<file path="src/rtl/stream_minmax_tracker_if.sv">
// Sample-in / result-out handshake bundle for stream_minmax_tracker.
//   in_valid/in_ready/in_data      : sample stream into the tracker
//   out_valid/out_ready            : held result handshake
//   out_min/out_max/out_ties       : window result (ties = count of samples equal to max)
// master: the producer/consumer side; slave: the tracker.
interface stream_minmax_tracker_if #(
    parameter int unsigned WIDTH  = 8,
    parameter int unsigned WINDOW = 16
);
    localparam int unsigned TIES_W = $clog2(WINDOW + 1);

    logic              in_valid;
    logic              in_ready;
    logic [WIDTH-1:0]  in_data;
    logic              out_valid;
    logic              out_ready;
    logic [WIDTH-1:0]  out_min;
    logic [WIDTH-1:0]  out_max;
    logic [TIES_W-1:0] out_ties;

    modport master (
        output in_valid, in_data, out_ready,
        input  in_ready, out_valid, out_min, out_max, out_ties
    );

    modport slave (
        input  in_valid, in_data, out_ready,
        output in_ready, out_valid, out_min, out_max, out_ties
    );
endinterface

</file>
<file path="src/rtl/stream_minmax_tracker.sv">
// Windowed running min/max tracker.
// Accepts WINDOW unsigned samples, then holds min, max and the number of
// samples equal to max on the output handshake until taken.
//   clk   : rising-edge clock
//   rst   : synchronous active-high reset
//   clear : synchronous abort of the current window / pending result
//   bus   : stream_minmax_tracker_if slave (sample in, result out)

// Unsigned magnitude comparator with cascade inputs; cascade values pass
// through only when a == b.
module stream_minmax_cmp #(
    parameter int unsigned WIDTH = 8
) (
    input  logic [WIDTH-1:0] a_i,
    input  logic [WIDTH-1:0] b_i,
    input  logic             l_i,
    input  logic             g_i,
    input  logic             q_i,
    output logic             lt_c,
    output logic             gt_c,
    output logic             eq_c
);
    always_comb begin
        lt_c = 1'b0;
        gt_c = 1'b0;
        eq_c = 1'b0;
        if (a_i > b_i) begin
            gt_c = 1'b1;
        end else if (a_i < b_i) begin
            lt_c = 1'b1;
        end else begin
            lt_c = l_i;
            gt_c = g_i;
            eq_c = q_i;
        end
    end
endmodule

module stream_minmax_tracker #(
    parameter int unsigned WIDTH  = 8,
    parameter int unsigned WINDOW = 16
) (
    input  logic                        clk,
    input  logic                        rst,
    input  logic                        clear,
    stream_minmax_tracker_if.slave      bus
);
    localparam int unsigned CNT_W  = (WINDOW > 1) ? $clog2(WINDOW) : 1;
    localparam int unsigned TIES_W = $clog2(WINDOW + 1);

    typedef enum logic {
        S_FILL   = 1'b0,
        S_REPORT = 1'b1
    } state_e;

    state_e            state_q, state_d;
    logic [CNT_W-1:0]  cnt_q, cnt_d;
    logic [WIDTH-1:0]  min_q, min_d;
    logic [WIDTH-1:0]  max_q, max_d;
    logic [TIES_W-1:0] ties_q, ties_d;
    logic [WIDTH-1:0]  out_min_q, out_min_d;
    logic [WIDTH-1:0]  out_max_q, out_max_d;
    logic [TIES_W-1:0] out_ties_q, out_ties_d;

    logic              max_lt, max_gt, max_eq;
    logic              min_lt, min_gt, min_eq;

    // Window state after folding in the current sample
    logic [WIDTH-1:0]  upd_min;
    logic [WIDTH-1:0]  upd_max;
    logic [TIES_W-1:0] upd_ties;

    // Sample vs running max
    stream_minmax_cmp #(.WIDTH(WIDTH)) u_cmp_max (
        .a_i  (bus.in_data),
        .b_i  (max_q),
        .l_i  (1'b0),
        .g_i  (1'b0),
        .q_i  (1'b1),
        .lt_c (max_lt),
        .gt_c (max_gt),
        .eq_c (max_eq)
    );

    // Sample vs running min
    stream_minmax_cmp #(.WIDTH(WIDTH)) u_cmp_min (
        .a_i  (bus.in_data),
        .b_i  (min_q),
        .l_i  (1'b0),
        .g_i  (1'b0),
        .q_i  (1'b1),
        .lt_c (min_lt),
        .gt_c (min_gt),
        .eq_c (min_eq)
    );

    // Fold the incoming sample into the running min/max/ties
    always_comb begin
        upd_min  = min_q;
        upd_max  = max_q;
        upd_ties = ties_q;
        if (cnt_q == '0) begin
            // First sample seeds the window; running regs may hold stale data
            upd_min  = bus.in_data;
            upd_max  = bus.in_data;
            upd_ties = TIES_W'(1);
        end else begin
            case ({max_gt, max_eq, max_lt})
                3'b100: begin
                    upd_max  = bus.in_data;
                    upd_ties = TIES_W'(1);
                end
                3'b010:  upd_ties = ties_q + TIES_W'(1);
                default: ;
            endcase
            case ({min_gt, min_eq, min_lt})
                3'b001:  upd_min = bus.in_data;
                default: ;
            endcase
        end
    end

    // Next-state and register updates
    always_comb begin
        state_d    = state_q;
        cnt_d      = cnt_q;
        min_d      = min_q;
        max_d      = max_q;
        ties_d     = ties_q;
        out_min_d  = out_min_q;
        out_max_d  = out_max_q;
        out_ties_d = out_ties_q;

        if (clear) begin
            // cnt=0 makes the next sample reseed, discarding the partial window
            state_d = S_FILL;
            cnt_d   = '0;
        end else begin
            case (state_q)
                S_FILL: begin
                    if (bus.in_valid) begin
                        if (cnt_q == CNT_W'(WINDOW - 1)) begin
                            out_min_d  = upd_min;
                            out_max_d  = upd_max;
                            out_ties_d = upd_ties;
                            state_d    = S_REPORT;
                            cnt_d      = '0;
                        end else begin
                            min_d  = upd_min;
                            max_d  = upd_max;
                            ties_d = upd_ties;
                            cnt_d  = cnt_q + CNT_W'(1);
                        end
                    end
                end
                S_REPORT: begin
                    if (bus.out_ready) begin
                        state_d = S_FILL;
                    end
                end
                default: state_d = S_FILL;
            endcase
        end
    end

    // State register
    always_ff @(posedge clk) begin
        if (rst) begin
            state_q    <= S_FILL;
            cnt_q      <= '0;
            min_q      <= '0;
            max_q      <= '0;
            ties_q     <= '0;
            out_min_q  <= '0;
            out_max_q  <= '0;
            out_ties_q <= '0;
        end else begin
            state_q    <= state_d;
            cnt_q      <= cnt_d;
            min_q      <= min_d;
            max_q      <= max_d;
            ties_q     <= ties_d;
            out_min_q  <= out_min_d;
            out_max_q  <= out_max_d;
            out_ties_q <= out_ties_d;
        end
    end

    // Handshakes decode straight from the state flop
    assign bus.in_ready  = (state_q == S_FILL);
    assign bus.out_valid = (state_q == S_REPORT);
    assign bus.out_min   = out_min_q;
    assign bus.out_max   = out_max_q;
    assign bus.out_ties  = out_ties_q;
endmodule

</file>
<file path="src/flat_wrapper.sv">
// flat-port wrapper written by rule: the top's interface ports become plain ports
module stream_minmax_tracker_flat 
#(
    parameter int unsigned WIDTH  = 8,
    parameter int unsigned WINDOW = 16
)
  (clk, rst, clear, bus_in_valid, bus_in_data, bus_out_ready, bus_in_ready, bus_out_valid, bus_out_min, bus_out_max, bus_out_ties);
  stream_minmax_tracker_if #(.WIDTH(WIDTH), .WINDOW(WINDOW)) bus_i ();
  input  logic clk;
  input  logic rst;
  input  logic clear;
  input wire logic [$bits(bus_i.in_valid)-1:0] bus_in_valid;
  input wire logic [$bits(bus_i.in_data)-1:0] bus_in_data;
  input wire logic [$bits(bus_i.out_ready)-1:0] bus_out_ready;
  output wire logic [$bits(bus_i.in_ready)-1:0] bus_in_ready;
  output wire logic [$bits(bus_i.out_valid)-1:0] bus_out_valid;
  output wire logic [$bits(bus_i.out_min)-1:0] bus_out_min;
  output wire logic [$bits(bus_i.out_max)-1:0] bus_out_max;
  output wire logic [$bits(bus_i.out_ties)-1:0] bus_out_ties;
  assign bus_i.in_valid = bus_in_valid;
  assign bus_i.in_data = bus_in_data;
  assign bus_i.out_ready = bus_out_ready;
  assign bus_in_ready = bus_i.in_ready;
  assign bus_out_valid = bus_i.out_valid;
  assign bus_out_min = bus_i.out_min;
  assign bus_out_max = bus_i.out_max;
  assign bus_out_ties = bus_i.out_ties;
  stream_minmax_tracker #(.WIDTH(WIDTH), .WINDOW(WINDOW)) u_core (.clk(clk), .rst(rst), .clear(clear), .bus(bus_i));
endmodule
</file>
<file path="config.mk">
export PLATFORM = sky130hd
export DESIGN_NAME = stream_minmax_tracker_flat
export DESIGN_NICKNAME = d
export VERILOG_FILES = /design/src/rtl/stream_minmax_tracker_if.sv /design/src/rtl/stream_minmax_tracker.sv /design/src/flat_wrapper.sv
export SDC_FILE = /design/constraint.sdc
export NUM_CORES = 1
export LEC_CHECK = 0
export CORE_MARGIN = 5
export CORE_UTILIZATION = 50
export DETAILED_ROUTE_END_ITERATION = 10
export HOLD_SLACK_MARGIN = 0.03
export PLACE_DENSITY = 0.74
export SLEW_MARGIN = 20
export SYNTH_ARGS = -nofsm -noshare
export SYNTH_HDL_FRONTEND = slang
export SYNTH_SLANG_ARGS = --single-unit
</file>
<file path="constraint.sdc">
create_clock -name clk -period 2.8 [get_ports clk]
set_clock_uncertainty 0.2 [all_clocks]
set_input_delay 0.28 -clock clk [delete_from_list [all_inputs] [get_ports clk]]
set_output_delay 0.28 -clock clk [all_outputs]
set_load 0.02 [all_outputs]
</file>
Yosys cells after proc, flatten, opt, wreduce, memory -nomap -nowiden
Index checks and enable logic that the tools add are counted.
{ "word_totals": {"ff_bits": 47, "input_bits": 13, "output_inout_bits": 23, "wordCells": 47} }
{ "op_classes": {"add_sub_neg": 2, "n_lt_le_gt_ge": 4, "n_eq_ne": 4, "mux": 21, "bitwise_logic": 3, "n_reduce_logical": 5} }
{ "ops": {"columns": ["cell", "n"], "rows": [
  ["8-bit 2-to-1 mux", 4],
  ["8-bit > comparator", 2],
  ["8-bit < comparator", 2],
  ["1-bit 2-to-1 mux", 13],
  ["5-bit case mux with 2 select lines", 1],
  ["4-bit AND reduction", 2],
  ["5-bit by 1-bit adder with 5-bit output (second input constant)", 1],
  ["5-bit 2-to-1 mux", 1],
  ["4-bit by 1-bit adder with 4-bit output (second input constant)", 1],
  ["4-bit == test (second input constant)", 1],
  ["4-bit zero test", 1],
  ["4-bit 2-to-1 mux", 1],
  ["3-bit by 1-bit == test with 1-bit output (second input constant)", 1],
  ["3-bit by 2-bit == test with 1-bit output (second input constant)", 1],
  ["3-bit == test (second input constant)", 1],
  ["1-bit NOT", 3],
  ["1-bit case mux with 2 select lines", 1],
  ["2-bit AND reduction", 1],
  ["2-bit OR reduction", 1]
]} }

Logic depth before layout (Yosys ltp)
{ "depth": {"word_depth": 6, "ltp_mapped": 9, "ltp_nobuf": 8} }

Hierarchy
Synthesis repeated with hierarchy kept, for this count alone.
{ "hier_totals": {"hier_cells": 285, "area_unflattened_um2": 2611.3} }
{ "by_module_without_submodules": {"columns": ["module", "instances", "cells_per_inst", "area_each_um2", "seq_area_each_um2"], "rows": [
  ["stream_minmax_tracker", 1, 221, 2160.8, 940.9],
  ["stream_minmax_cmp", 2, 32, 225.2, 0.0]
]} }

Worst setup path after synthesis
OpenSTA, ideal clock, no wires.
{ "synth_path": {"path_type": "flip-flop to flip-flop", "startpoint": "register u_core.min_q[6]", "endpoint": "register u_core.out_min_q[7], in the netlist u_core.bus.out_min[7]", "setup_time_ns": 0.087, "t_arrival_ns": 1.877, "t_required_ns": 2.513, "path_slack_ns": 0.636, "stages_incl_launch_ff": 9, "path_buffers": 0, "synth_period_minus_slack_ns": 2.164, "path_cell_list": "dfxtp_1 -> inv_1 -> ha_1 -> a21o_1 -> a211o_1 -> o221ai_2 -> nor2_4 -> mux2i_1 -> a211oi_1"} }
{ "synth_via": {"elab_chain_len": 6, "elab_cells_between_ends": 10, "classes_between": "2 x order compare; 1 x eq/ne; 7 x mux"} }
{ "synth_rtl": {"columns": ["item", "line_no", "rtl"], "rows": [
  ["start: declaration", "stream_minmax_tracker.sv:58", "logic [WIDTH-1:0] min_q, min_d;"],
  ["start signal: assignment", "stream_minmax_tracker.sv:180", "min_q <= min_d;"],
  ["8-bit < comparator", "stream_minmax_tracker.sv:29", "end else if (a_i < b_i) begin"],
  ["1-bit 2-to-1 mux", "stream_minmax_tracker.sv:29", null],
  ["1-bit 2-to-1 mux", "stream_minmax_tracker.sv:27", "if (a_i > b_i) begin"],
  ["3-bit by 1-bit == test with 1-bit output (*)", "stream_minmax_tracker.sv:116", "case ({min_gt, min_eq, min_lt})"],
  ["8-bit 2-to-1 mux (*)", "stream_minmax_tracker.sv:116", null],
  ["8-bit 2-to-1 mux (*)", "stream_minmax_tracker.sv:102", "if (cnt_q == '0) begin"],
  ["end signal: assignment", "stream_minmax_tracker.sv:183", "out_min_q <= out_min_d;"],
  ["end: declaration", "stream_minmax_tracker.sv:61", "logic [WIDTH-1:0] out_min_q, out_min_d;"]
]} }
Every way passes the cells marked *; elsewhere a longest branch is shown, timed or not.
A chain may end at the register's enable or synchronous reset.

Worst setup path after layout
{ "layout_path": {"startpoint": "input bus_in_data[6]", "endpoint": "register u_core.out_min_q[1], in the netlist u_core.bus.out_min[1]"} }
{ "layout_via": {"elab_chain_len": 6, "elab_cells_between_ends": 10, "classes_between": "2 x order compare; 1 x eq/ne; 7 x mux"} }
{ "layout_rtl": {"columns": ["item", "line_no", "rtl"], "rows": [
  ["start: declaration", "flat_wrapper.sv:13", "input wire logic [$bits(bus_i.in_data)-1:0] bus_in_data;"],
  ["8-bit < comparator", "stream_minmax_tracker.sv:29", null],
  ["1-bit 2-to-1 mux", "stream_minmax_tracker.sv:29", null],
  ["1-bit 2-to-1 mux", "stream_minmax_tracker.sv:27", null],
  ["3-bit by 1-bit == test with 1-bit output (*)", "stream_minmax_tracker.sv:116", null],
  ["8-bit 2-to-1 mux (*)", "stream_minmax_tracker.sv:116", null],
  ["8-bit 2-to-1 mux (*)", "stream_minmax_tracker.sv:102", null]
]} }
Marks and branches as above.

==> summary.txt <==
Status
  – Outcome: complete, no violations

Setup path
  – Setup crit start kind: input port
  – RR Startpoint: u_core.min_q[6]
  – Crit-path max FO: 8
  – R2R setup slack: 0.46 ns
  – Crit-path max cell delay: 0.58 ns
  – CP Capture Type: register
  – Worst path required time: 2.82 ns
  – Max stage delay cell, worst path: clkdlybuf4s50_1
  – Worst R2R End: u_core.bus.out_min[1]
  – Stages on the worst setup path: 8
  – Worst endpoint data arrival time: 2.51 ns
  – CP top delay family: compound AO/OA/AOI/OAI gates
  – Worst Setup EP: u_core.bus.out_min[1]
  – Launch point of the worst path: bus_in_data[6]
  – R2R depth: 8
  – Setup CP Type: in2reg
  – CP Cell Sequence: clkdlybuf4s50_1, ha_1, a21o_1, a211o_1, o221ai_2, nor2_4, mux2i_1, a211oi_1
  – CP bufs+invs: 1

Placed design
  – Pre-CTS WS: -0.0118 ns
  – Port Buffers: 35
  – HPWL Detailed: 4290 um
  – Routability Congestion: 0.864
  – Placed insts: 389

STA
  – Pins Over Slew Limit: 0
  – FMAX: 401 MHz
  – RSZ-0062 raised after global routing: no
  – Tmin final: 2.50 ns
  – Fin. Hold Viols: 0
  – Final Worst Setup Slack: 0.304 ns
  – Setup TNS: 0 ns
  – Actual slew at the worst max-slew pin: 0.613 ns
  – Max transition margin: 59.1%
  – Final Setup Violations: 0
  – Fin crit share: 89.1%

Synth
  – Ys async rst share: 0%
  – Synth Area in Compound Gates: 20.2%
  – Distinct cells, synth: 52
  – Synth Area in Simple Gates: 16.6%
  – Syn. warnings: 0
  – Synth Area in Adders: 8.62%
  – Cell area after synthesis: 2610 um2
  – Post-Syn Instances: 277
  – Largest family of logic cells by synthesized area: compound AO/OA/AOI/OAI gates
  – Xor/xnor share of the synthesized area: 0.670%
  – Post-synth EDFFs: 0
  – Seq/Total Area, Yosys: 36.0%
  – Number of synthesized register bits: 47
  – Syn nets: 308
  – Average size of a mapped cell: 9.43 um2
  – Post-synthesis mux area share: 12.8%
  – Primary FF master, synth: dfxtp_1

Power and ir drop
  – Pwr/cell area: 415 nW/um2
  – Power consumption: 1.34 mW
  – Leak Pwr: 1.22 nW
  – Max VDD drop: 0.237 mV

Finish
  – Multi-input gate area: 1540 um2
  – Fin cells: 396
  – Share of cells above drive strength 1: 15.6%
  – Layout Nets: 357
  – Register area: 941 um2
  – Antenna cells: 0
  – Layout fillers: 469
  – Area Growth Syn to Fin: 23.2%

GRT
  – GRT overflow: 0
  – Largest net degree at the start of global routing: 32
  – Number of global-route vias before repair: 2,076
  – First-pass GRT wire length: 9610 um
  – GRT Total Usage: 18.6%
  – Initial antenna violation count: 0

Floorplanning
  – Chip Height: 82.3 um
  – Core ar.: 5110 um2
  – FP Rows: 26
  – Die X: 82.3 um
  – Ports: 36
  – Area of the die: 6770 um2
  – Initial core utilization: 51.2%

Route
  – Antenna Nets Post-Route: 0
  – Via density: 5.34
  – Drt first-iter violations: 89
  – DR WL/cell: 14.7 um
  – Drt pass-1 iters: 4
  – WL final: 5820 um
  – Drc violations: 0
  – Via count: 2,113

CTS
  – Num CTS Buffers: 5
  – H-tree levels: 2
  – Worst skew pair latency: 0.30 ns
  – Clock Sinks: 47
  – Clock Path Buffers: 2
  – Post-CTS sizing: 0
  – Cts hold-fix bufs: 0
  – Clock transition at path regs: 0.09 ns
  – Root Buffer: clkbuf_8
  – CTS tree: done
  – Post-CTS Setup Inserts: 0

Worst hold path
  – Hold crit path type: in2reg

Job
  – Max-Cap Viols: 0
[report_power, final]
part / leakage, nW / switching [mW] / total (mW) / internal [mW]
Sequential: 0.381 / 0.0125 / 0.695 / 0.683
Combinational: 0.788 / 0.121 / 0.219 / 0.0984
Clock: 0.0470 / 0.229 / 0.423 / 0.194
Total: 1.22 / 0.362 / 1.34 / 0.975
[cells in the final DEF (no fill, tap or decap), drive strengths merged, types with 5 or more instances in the layout]
cell	count
dfxtp	47
nor2	44
clkdlybuf4s50	34
mux2i	32
inv	21
a211oi	20
buf	19
ha	18
nand2	11
nor3	9
nand3	6
clkbuf	6
a21oi	6
o21ai	6
nand2b	5
[state kept, by name, indices dropped and copies added (netlist names)]
signal	count
u_core.bus.out_max	8
u_core.bus.out_min	8
u_core.bus.out_ties	5
u_core.bus.out_valid	1
u_core.cnt_q	4
u_core.max_q	8
u_core.min_q	8
u_core.ties_q	5
[cell type report]
| type | instances | share of cell area, % |
|---|---|---|
| multi-input cells | 198 | 48.0 |
| flip-flops and latches | 47 | 29.2 |
| repair buffers | 53 | 14.9 |
| well taps | 70 | 2.72 |
| clock buffers | 6 | 2.57 |
| inverters | 21 | 2.45 |
| clock inverters | 1 | 0.155 |
[synthesized netlist by cell type (2+ instances only)]
| library cell | instances | share of area [%] |
|---|---|---|
| a211o_1 | 3 | 1.0 |
| a211oi_1 | 11 | 3.2 |
| a211oi_2 | 8 | 3.8 |
| a21oi_1 | 4 | 0.77 |
| a21oi_4 | 2 | 1.2 |
| a2bb2oi_1 | 2 | 0.67 |
| a31oi_1 | 4 | 0.96 |
| and2_1 | 3 | 0.72 |
| clkbuf_1 | 8 | 1.1 |
| dfxtp_1 | 47 | 36 |
| ha_1 | 18 | 8.6 |
| inv_1 | 21 | 3.0 |
| mux2i_1 | 32 | 12 |
| nand2_1 | 9 | 1.3 |
| nand2b_1 | 5 | 1.2 |
| nand3_1 | 6 | 1.1 |
| nand3b_1 | 2 | 0.57 |
| nor2_1 | 42 | 6.0 |
| nor2b_1 | 2 | 0.48 |
| nor3_1 | 7 | 1.3 |
| o21a_1 | 4 | 1.1 |
| o21ai_0 | 4 | 0.77 |
| o22ai_1 | 3 | 0.72 |
| o2bb2ai_1 | 2 | 0.67 |
[kinds of logic (layout without fill, tap and decap cells)]
family                     after synthesis  after routing
adders and majority gates               18             18
muxes                                   33             33
DFF                                     47             47
and+or+nand+nor                         87             87
xor gates and xnor gates                 2              2
AOI/OAI and AO/OA                       58             58
buffers and inverters                   32             81
[through the flow]
step / area [um2] / util (%) / hold WS, ns
CTS: 3220 / 63.0 / 0.265
finish: 3220 / 63.0 / 0.265
floorplan: 2610 / - / 0.224
global route: 3220 / 63.0 / 0.300
global placement: 3130 / 61.3 / 0.278
detailed placement: 3130 / 61.3 / 0.282
[worst min path at each step]
stage,cells past startpoint,startpoint,endpoint,slack (ns)
2_1_floorplan,2,bus_in_data[0],u_core.max_q[0],0.22
5_1_grt,2,rst,u_core.max_q[5],0.30
4_1_cts,2,rst,u_core.max_q[5],0.27
3_3_place_gp,2,u_core.bus.out_ties[1],u_core.bus.out_ties[1],0.28
6_report,2,rst,u_core.max_q[5],0.27
3_5_place_dp,2,u_core.bus.out_ties[1],u_core.bus.out_ties[1],0.28
[routing by layer]
layer / part of all wire (%) / track usage (%) / routed length, um / vias up
met5: 0 / 0 / 0 / -
met4: 1.2 / 5.81 / 68 / 0
met3: 3.8 / 3.36 / 221 / 8
met2: 49 / 32.4 / 2840 / 39
met1: 46 / 23.1 / 2680 / 981
li1: - / - / - / 1085
No activity file was read; power rests on OpenSTA's default activity.
